## config.mk

```make
export PLATFORM = sky130hd
export DESIGN_NAME = osd_stm_trace_arbiter
export DESIGN_NICKNAME = d
export VERILOG_FILES = /design/src/rtl/osd_stm_trace_arbiter.sv
export SDC_FILE = /design/constraint.sdc
export NUM_CORES = 1
export LEC_CHECK = 0
export CORE_UTILIZATION = 50
export CTS_CLUSTER_SIZE = 20
export DETAILED_ROUTE_END_ITERATION = 10
export PLACE_DENSITY = 0.87
export SYNTH_ARGS = -nofsm -noshare
export SYNTH_HDL_FRONTEND = slang
export SYNTH_SLANG_ARGS = --single-unit
```

## constraint.sdc

```tcl
create_clock -name clk -period 18.55 [get_ports clk]
set_input_delay 2.7825 -clock clk [delete_from_list [all_inputs] [get_ports clk]]
set_output_delay 2.7825 -clock clk [all_outputs]
set_load 0.02 [all_outputs]
```

## src/rtl/osd_stm_trace_arbiter.sv

```systemverilog
// Arbitrates NUM_SRC single-cycle trace requesters onto one STM trace port.
// Optional build macro OSD_STM_ARB_FIXED_PRIO_EN selects fixed priority instead of round-robin.
module osd_stm_trace_arbiter #(
    parameter int NUM_SRC   = 4,
    parameter int XLEN      = 64,
    parameter int CNT_WIDTH = 8
) (
    input  logic                          clk,
    input  logic                          rst,
    input  logic [NUM_SRC-1:0]            src_enable,
    input  logic [NUM_SRC-1:0]            src_valid,
    input  logic [NUM_SRC*16-1:0]         src_id,
    input  logic [NUM_SRC*XLEN-1:0]       src_value,
    input  logic [NUM_SRC-1:0]            drop_clr,
    output logic [NUM_SRC*CNT_WIDTH-1:0]  drop_count,
    output logic                          out_valid,
    input  logic                          out_ready,
    output logic [$clog2(NUM_SRC)-1:0]    out_src,
    output logic [15:0]                   out_id,
    output logic [XLEN-1:0]               out_value,
    output logic                          out_lost
);

    localparam int SW = $clog2(NUM_SRC);
    localparam logic [CNT_WIDTH-1:0] CNT_MAX = '1;

    logic [NUM_SRC-1:0]   pending_q, pending_d;
    logic [NUM_SRC-1:0]   lost_q, lost_d;
    logic [15:0]          hold_id_q    [NUM_SRC];
    logic [15:0]          hold_id_d    [NUM_SRC];
    logic [XLEN-1:0]      hold_value_q [NUM_SRC];
    logic [XLEN-1:0]      hold_value_d [NUM_SRC];
    logic [CNT_WIDTH-1:0] drop_cnt_q   [NUM_SRC];
    logic [CNT_WIDTH-1:0] drop_cnt_d   [NUM_SRC];

    logic                 out_valid_q, out_valid_d;
    logic [SW-1:0]        out_src_q, out_src_d;
    logic [15:0]          out_id_q, out_id_d;
    logic [XLEN-1:0]      out_value_q, out_value_d;
    logic                 out_lost_q, out_lost_d;

    logic                 load;
    logic                 grant_any;
    logic [SW-1:0]        winner;
    logic [NUM_SRC-1:0]   cap;
    logic [NUM_SRC-1:0]   granted;
    logic [NUM_SRC-1:0]   drop;

`ifndef OSD_STM_ARB_FIXED_PRIO_EN
    logic [SW-1:0]        ptr_q, ptr_d;
    logic [SW:0]          rr_sum;
    logic [SW-1:0]        rr_idx;
`endif

    assign load = !out_valid_q || out_ready;
    assign cap  = src_valid & src_enable;

    // Scan from highest to lowest candidate so the last hit is the preferred one.
    always_comb begin
        grant_any = 1'b0;
        winner    = '0;
`ifdef OSD_STM_ARB_FIXED_PRIO_EN
        for (int i = NUM_SRC - 1; i >= 0; i--) begin
            if (pending_q[i]) begin
                grant_any = 1'b1;
                winner    = SW'(i);
            end
        end
`else
        rr_sum = '0;
        rr_idx = '0;
        for (int k = NUM_SRC - 1; k >= 0; k--) begin
            rr_sum = {1'b0, ptr_q} + (SW+1)'(k);
            if (rr_sum >= (SW+1)'(NUM_SRC)) begin
                rr_sum = rr_sum - (SW+1)'(NUM_SRC);
            end
            rr_idx = rr_sum[SW-1:0];
            if (pending_q[rr_idx]) begin
                grant_any = 1'b1;
                winner    = rr_idx;
            end
        end
`endif
    end

    always_comb begin
        for (int i = 0; i < NUM_SRC; i++) begin
            granted[i] = load && grant_any && (winner == SW'(i));
            drop[i]    = cap[i] && pending_q[i] && !granted[i];
        end
    end

    always_comb begin
        pending_d    = pending_q;
        lost_d       = lost_q;
        hold_id_d    = hold_id_q;
        hold_value_d = hold_value_q;
        drop_cnt_d   = drop_cnt_q;
        out_valid_d  = out_valid_q;
        out_src_d    = out_src_q;
        out_id_d     = out_id_q;
        out_value_d  = out_value_q;
        out_lost_d   = out_lost_q;

        if (load) begin
            out_valid_d = grant_any;
            if (grant_any) begin
                out_src_d         = winner;
                out_id_d          = hold_id_q[winner];
                out_value_d       = hold_value_q[winner];
                out_lost_d        = lost_q[winner];
                pending_d[winner] = 1'b0;
                lost_d[winner]    = 1'b0;
            end
        end

        // Captures and drops are applied after the grant so they win over its clear.
        for (int i = 0; i < NUM_SRC; i++) begin
            if (cap[i] && !drop[i]) begin
                hold_id_d[i]    = src_id[16*i +: 16];
                hold_value_d[i] = src_value[XLEN*i +: XLEN];
                pending_d[i]    = 1'b1;
            end
            if (drop[i]) begin
                lost_d[i] = 1'b1;
            end
            if (drop_clr[i]) begin
                drop_cnt_d[i] = drop[i] ? CNT_WIDTH'(1) : '0;
            end else if (drop[i] && drop_cnt_q[i] != CNT_MAX) begin
                drop_cnt_d[i] = drop_cnt_q[i] + 1'b1;
            end
        end
    end

`ifndef OSD_STM_ARB_FIXED_PRIO_EN
    always_comb begin
        ptr_d = ptr_q;
        if (load && grant_any) begin
            ptr_d = (winner == SW'(NUM_SRC - 1)) ? '0 : winner + 1'b1;
        end
    end

    always_ff @(posedge clk or posedge rst) begin
        if (rst) begin
            ptr_q <= '0;
        end else begin
            ptr_q <= ptr_d;
        end
    end
`endif

    always_ff @(posedge clk or posedge rst) begin
        if (rst) begin
            pending_q   <= '0;
            lost_q      <= '0;
            for (int i = 0; i < NUM_SRC; i++) begin
                hold_id_q[i]    <= '0;
                hold_value_q[i] <= '0;
                drop_cnt_q[i]   <= '0;
            end
            out_valid_q <= 1'b0;
            out_src_q   <= '0;
            out_id_q    <= '0;
            out_value_q <= '0;
            out_lost_q  <= 1'b0;
        end else begin
            pending_q    <= pending_d;
            lost_q       <= lost_d;
            hold_id_q    <= hold_id_d;
            hold_value_q <= hold_value_d;
            drop_cnt_q   <= drop_cnt_d;
            out_valid_q  <= out_valid_d;
            out_src_q    <= out_src_d;
            out_id_q     <= out_id_d;
            out_value_q  <= out_value_d;
            out_lost_q   <= out_lost_d;
        end
    end

    for (genvar g = 0; g < NUM_SRC; g++) begin : g_cnt_out
        assign drop_count[CNT_WIDTH*g +: CNT_WIDTH] = drop_cnt_q[g];
    end

    assign out_valid = out_valid_q;
    assign out_src   = out_src_q;
    assign out_id    = out_id_q;
    assign out_value = out_value_q;
    assign out_lost  = out_lost_q;

endmodule

```

* Word level (Yosys, flattened, before mapping) *
Index checks and enable logic that the tools add are counted.

word-level totals
  bits in registers = 446
  bits of input ports = 335
  word-level logic and storage cells = 178
  output and inout port bits = 116

cells by class
  reductions and logical operators = 62
  mux-type cells = 55
  bitwise operators = 5
  $add $sub $neg = 12
  magnitude comparators = 11
  equality and inequality tests = 7

operator list
  cell                                                                   count
  64-bit binary-select mux with 2-bit select                             1
  64-bit 2-to-1 mux                                                      2
  8-bit 2-to-1 mux                                                       8
  2-bit nonzero test                                                     20
  8-bit by 1-bit adder with 8-bit output, second input constant          4
  16-bit binary-select mux with 2-bit select                             1
  16-bit 2-to-1 mux                                                      2
  8-bit != test, second input constant                                   4
  1-bit logical AND                                                      22
  1-bit 2-to-1 mux                                                       22
  2-bit 2-to-1 mux                                                       9
  2-bit AND reduction                                                    9
  4-bit 2-to-1 mux                                                       4
  2-bit by 3-bit < comparator with 1-bit output, second input constant   5
  4-bit bitwise AND                                                      3
  3-bit >= comparator, second input constant                             4
  1-bit binary-select mux with 2-bit select                              5
  1-bit zero test                                                        9
  2-bit by 1-bit subtractor with 2-bit output, second input constant     4
  2-bit by 2-bit adder with 3-bit output, second input constant          2
  2-bit == test, second input constant                                   2
  4-bit NOT                                                              1
  2-bit by 1-bit adder with 3-bit output, second input constant          1
  2-bit by 3-bit >= comparator with 1-bit output, second input constant  1
  7 further kinds                                                        7

* Logic depth before layout (Yosys ltp) *
  word-level depth = 18
  gate-level depth with buffers = 13
  depth with buffers taken out = 10

* Worst setup path after synthesis *
Ideal clock, no wire load.

  path kind = input-to-reg
  start = input out_ready
  end = register hold_value_q[104] (netlist bit)
  stages = 8
  buffers on the path = 2
  arrival = 4.295 ns
  path slack = 14.130 ns
  data required time = 18.425 ns
  library setup time = 0.125 ns
  cells stage by stage = inv_1 > a21o_1 > buf_2 > nor3_4 > nand2_1 > a21oi_2 > buf_4 > mux2_2

on the way
  longest elaborated chain between the ends = 7

RTL lines
  item                            RTL line  text
  start: declaration              17        input logic out_ready,
  1-bit logical OR                55        assign load = !out_valid_q || out_ready;
  1-bit logical AND (2 in a row)  88        granted[i] = load && grant_any && (winner == SW'(i));
  1-bit zero test                 89        drop[i] = cap[i] && pending_q[i] && !granted[i];
  1-bit logical AND               89
  1-bit zero test                 119       if (cap[i] && !drop[i]) begin
  1-bit logical AND               119
  end signal: assignment          170       hold_value_q <= hold_value_d;
  end: declaration                31        logic [XLEN-1:0] hold_value_q [NUM_SRC];

Every way passes these cells.
A chain may end at the register's enable or synchronous reset.

==> results.toml <==
[routing]
dr.pass1.iters = 5
vias = 13400
post_drt_wl_per_cell_um = 22.9
ant_nets = 0
drc = 0
via_per_inst = 5.69
drt_iter0_drc = 650
finalWirelength_um = 54000

[finish]
finalNetCount = 2155
finalNonFillerCells = 2360
layout-drive-gt1-share_pct = 11.3
syn2layout_area_growth_pct = 32.7

[yosys]
synth-async-reset-ratio_pct = 100
syn-num-nets = 1730
synth-edff-count = 0
synthesis.yosys.warnings = 0
synth_common_cells = "dfrtp_1, mux2_1, mux2i_1"
syn-mean-instance-area_sq_um = 13.8
ys_ff_latch = 446
synth.distinct_cells = 54
seq_area_frac_synth_pct = 58.0
syn-instance-count = 1390
syn_area_sq_um = 19200
synth_top_area_cell = "dfrtp_1"
synthMostInstantiatedCell = "dfrtp_1"
synth_top_area_share_pct = 58.0
yosys-top-cells-area = "dfrtp_1, mux2_1, mux2i_1"
synthFlopType = "dfrtp_1"

[placed_design]
dpl.hpwl_um = 35700
place_congestion = 0.846
dp_cells = 2277
numPortBuffers = 450

[clock_tree]
ctsResizeCount = 0
clkSinkCount = 446
cts_tree = "yes"
cts.clk_slew.worst_paths_ps = 60
htree_levels = 2
hold_buffers = 0
clk_latency_ps = 570
cts_max_path_buffers = 3
post-cts-setup-buffer-count = 0
cts-root-buf = "clkbuf_16"
numCtsBuffers = 47

[floorplanning]
fp.dieW_um = 198
die_area_sq_um = 39300
core_area_sq_um = 37800
start_util_pct = 51.0
rows = 71
pin_count = 451
die_h_um = 198

[worst_setup_path]
crit_type = "in2async"
required_ps = 19090
start_kind = "input port"
crit_path_frequent_cell = "buf_4"
end_kind = "async pin"
r2r-end = "hold_value_q[49]$_DFFE_PP0P_"
cpMaxStageDelayCell = "buf_4"
worstPathBufferInverterCount = 5
rrSetupSlack_ps = 14100
path_cells = "clkdlybuf4s50_1 > inv_8 > buf_4 > buf_4 > buf_4"
cp-endpoint = "hold_value_q[138]$_DFFE_PP0P_"
cp_num_cells = 5
setup.worst_path.start = "rst"
crit_arrival_ps = 6480
critPathTopFamily = "buffers and inverters"
r2r_start = "pending_q[0]$_DFFE_PP0P_"
max_stage_delay_ps = 900
cp_max_fo = 85
r2r_cells = 8

[global_routing]
grt_use_total_pct = 27.4
grt_max_degree = 125
antenna_found_initial = 3
grt_pass1_wl_um = 81600
overflow = 0
grt_pass1_vias = 14500

[status]
status = "complete, no violations"

[power]
p_leak_nw = 10.9
peakVddDrop_mv = 0.171
power_density_nw_per_um2 = 171

[flow_run]
maxCapViolations = 0

[timing]
finalSetupTns_ps = 0
relSlewSlack_pct = 27.0
finalSetupViolCount = 0
fin_worst_skew_ps = 18.8
finalMaxSlewViolations = 0
worstMarginPinSlew_ps = 1100
timing.fmax_mhz = 168
min_period_ps = 5940
rsz0062_at_grt = "no"
hold_viol = 0
timing.final.crit_share_pct = 32.0
whs_ps = 483

[hold_path]
hp-start = "hold_value_q[17]$_DFFE_PP0P_"
hold_class = "reg2reg"
-- flip-flops by register name, summed over array words and instances, names as in the netlist --
register and cells:
out_id 16, ptr_q 2, pending_q 4, out_valid 1, drop_count 32, lost_q 4, out_src 2, hold_value_q 256
hold_id_q 64, out_lost 1, out_value 64
-- worst register-to-register path, stage by stage (launching register included) --
cell and delay [ps]:
dfrtp_1 500, nor2b_1 220, o21ba_1 200, a211o_4 660
buf_12 510, o21a_1 460, nor2_8 390, buf_4 920
mux2_1 460
-- placed cells by master, fill, tap and decap left out, drive strengths merged, types with 2 or more instances in the layout --
master,count
a211o,2
a211oi,5
a21o,2
a21oi,16
and2,3
and3,3
and4,3
buf,16
clkbuf,70
clkdlybuf4s50,450
clkinv,8
dfrtp,446
diode,2
ha,5
inv,9
mux2,321
mux2i,165
nand2,110
nand3,12
nand4,12
nor2,33
nor2b,5
nor3,5
o2111ai,3
o211ai,4
o21a,3
o21ai,16
o21ba,2
o221ai,81
or3,3
xnor2,6
xor2,14
-- layer usage --
layer	up-vias	track usage [%]	part of all wire, %
met5	-	0	0.024
met4	2	11.7	3.8
met3	125	8.62	8.7
met2	534	45.3	49
met1	6864	32.8	39
li1	5905	-	-
-- kinds of logic (layout without fill, tap and decap cells) --
kind of cell,Yosys count,count (layout),share of synthesized area (%)
AO/OA/AOI/OAI,141,141,5.77
XOR/XNOR,20,20,0.910
adder cells (fa/ha/maj),5,5,0.325
buffers and inverters,97,554,3.01
flip-flops,446,446,58.0
multiplexers,486,486,27.4
other,0,2,0
AND/OR/NAND/NOR,195,195,4.65
-- layout make-up --
class	instances	area (sq um)
clock inverters	11	95.1
inverters	7	38.8
multi-input cells	847	7570
fillers	2606	12200
well taps	511	639
diodes	2	5.00
repair buffers	466	4640
flip-flops and latches	446	11200
clock buffers	70	1410
-- through the flow --
step | setup WS, ps | util [%] | area (sq um) | power (mW)
detailed placement | 11950 | 63.7 | 24000 | 3.45
CTS | 12550 | 67.7 | 25500 | 4.39
finish | 12610 | 67.7 | 25600 | 4.36
global placement | 12060 | 63.7 | 24000 | 3.36
global route | 12080 | 67.7 | 25500 | 4.58
floorplan | 3340 | - | 19200 | 2.85
-- where the power goes --
part / internal (mW) / switching [mW]
logic: 0.860 / 0.869
clock network: 0.536 / 0.383
registers: 1.44 / 0.271
-- worst min-delay path by stage --
stage	depth (start not counted)	to
2_1_floorplan	1	lost_q[1]$_DFFE_PP0P_
3_3_place_gp	1	hold_value_q[24]$_DFFE_PP0P_
3_5_place_dp	1	hold_value_q[17]$_DFFE_PP0P_
4_1_cts	1	hold_value_q[17]$_DFFE_PP0P_
5_1_grt	1	hold_value_q[242]$_DFFE_PP0P_
6_report	1	hold_value_q[17]$_DFFE_PP0P_
Power figures use the tool's default switching activity.
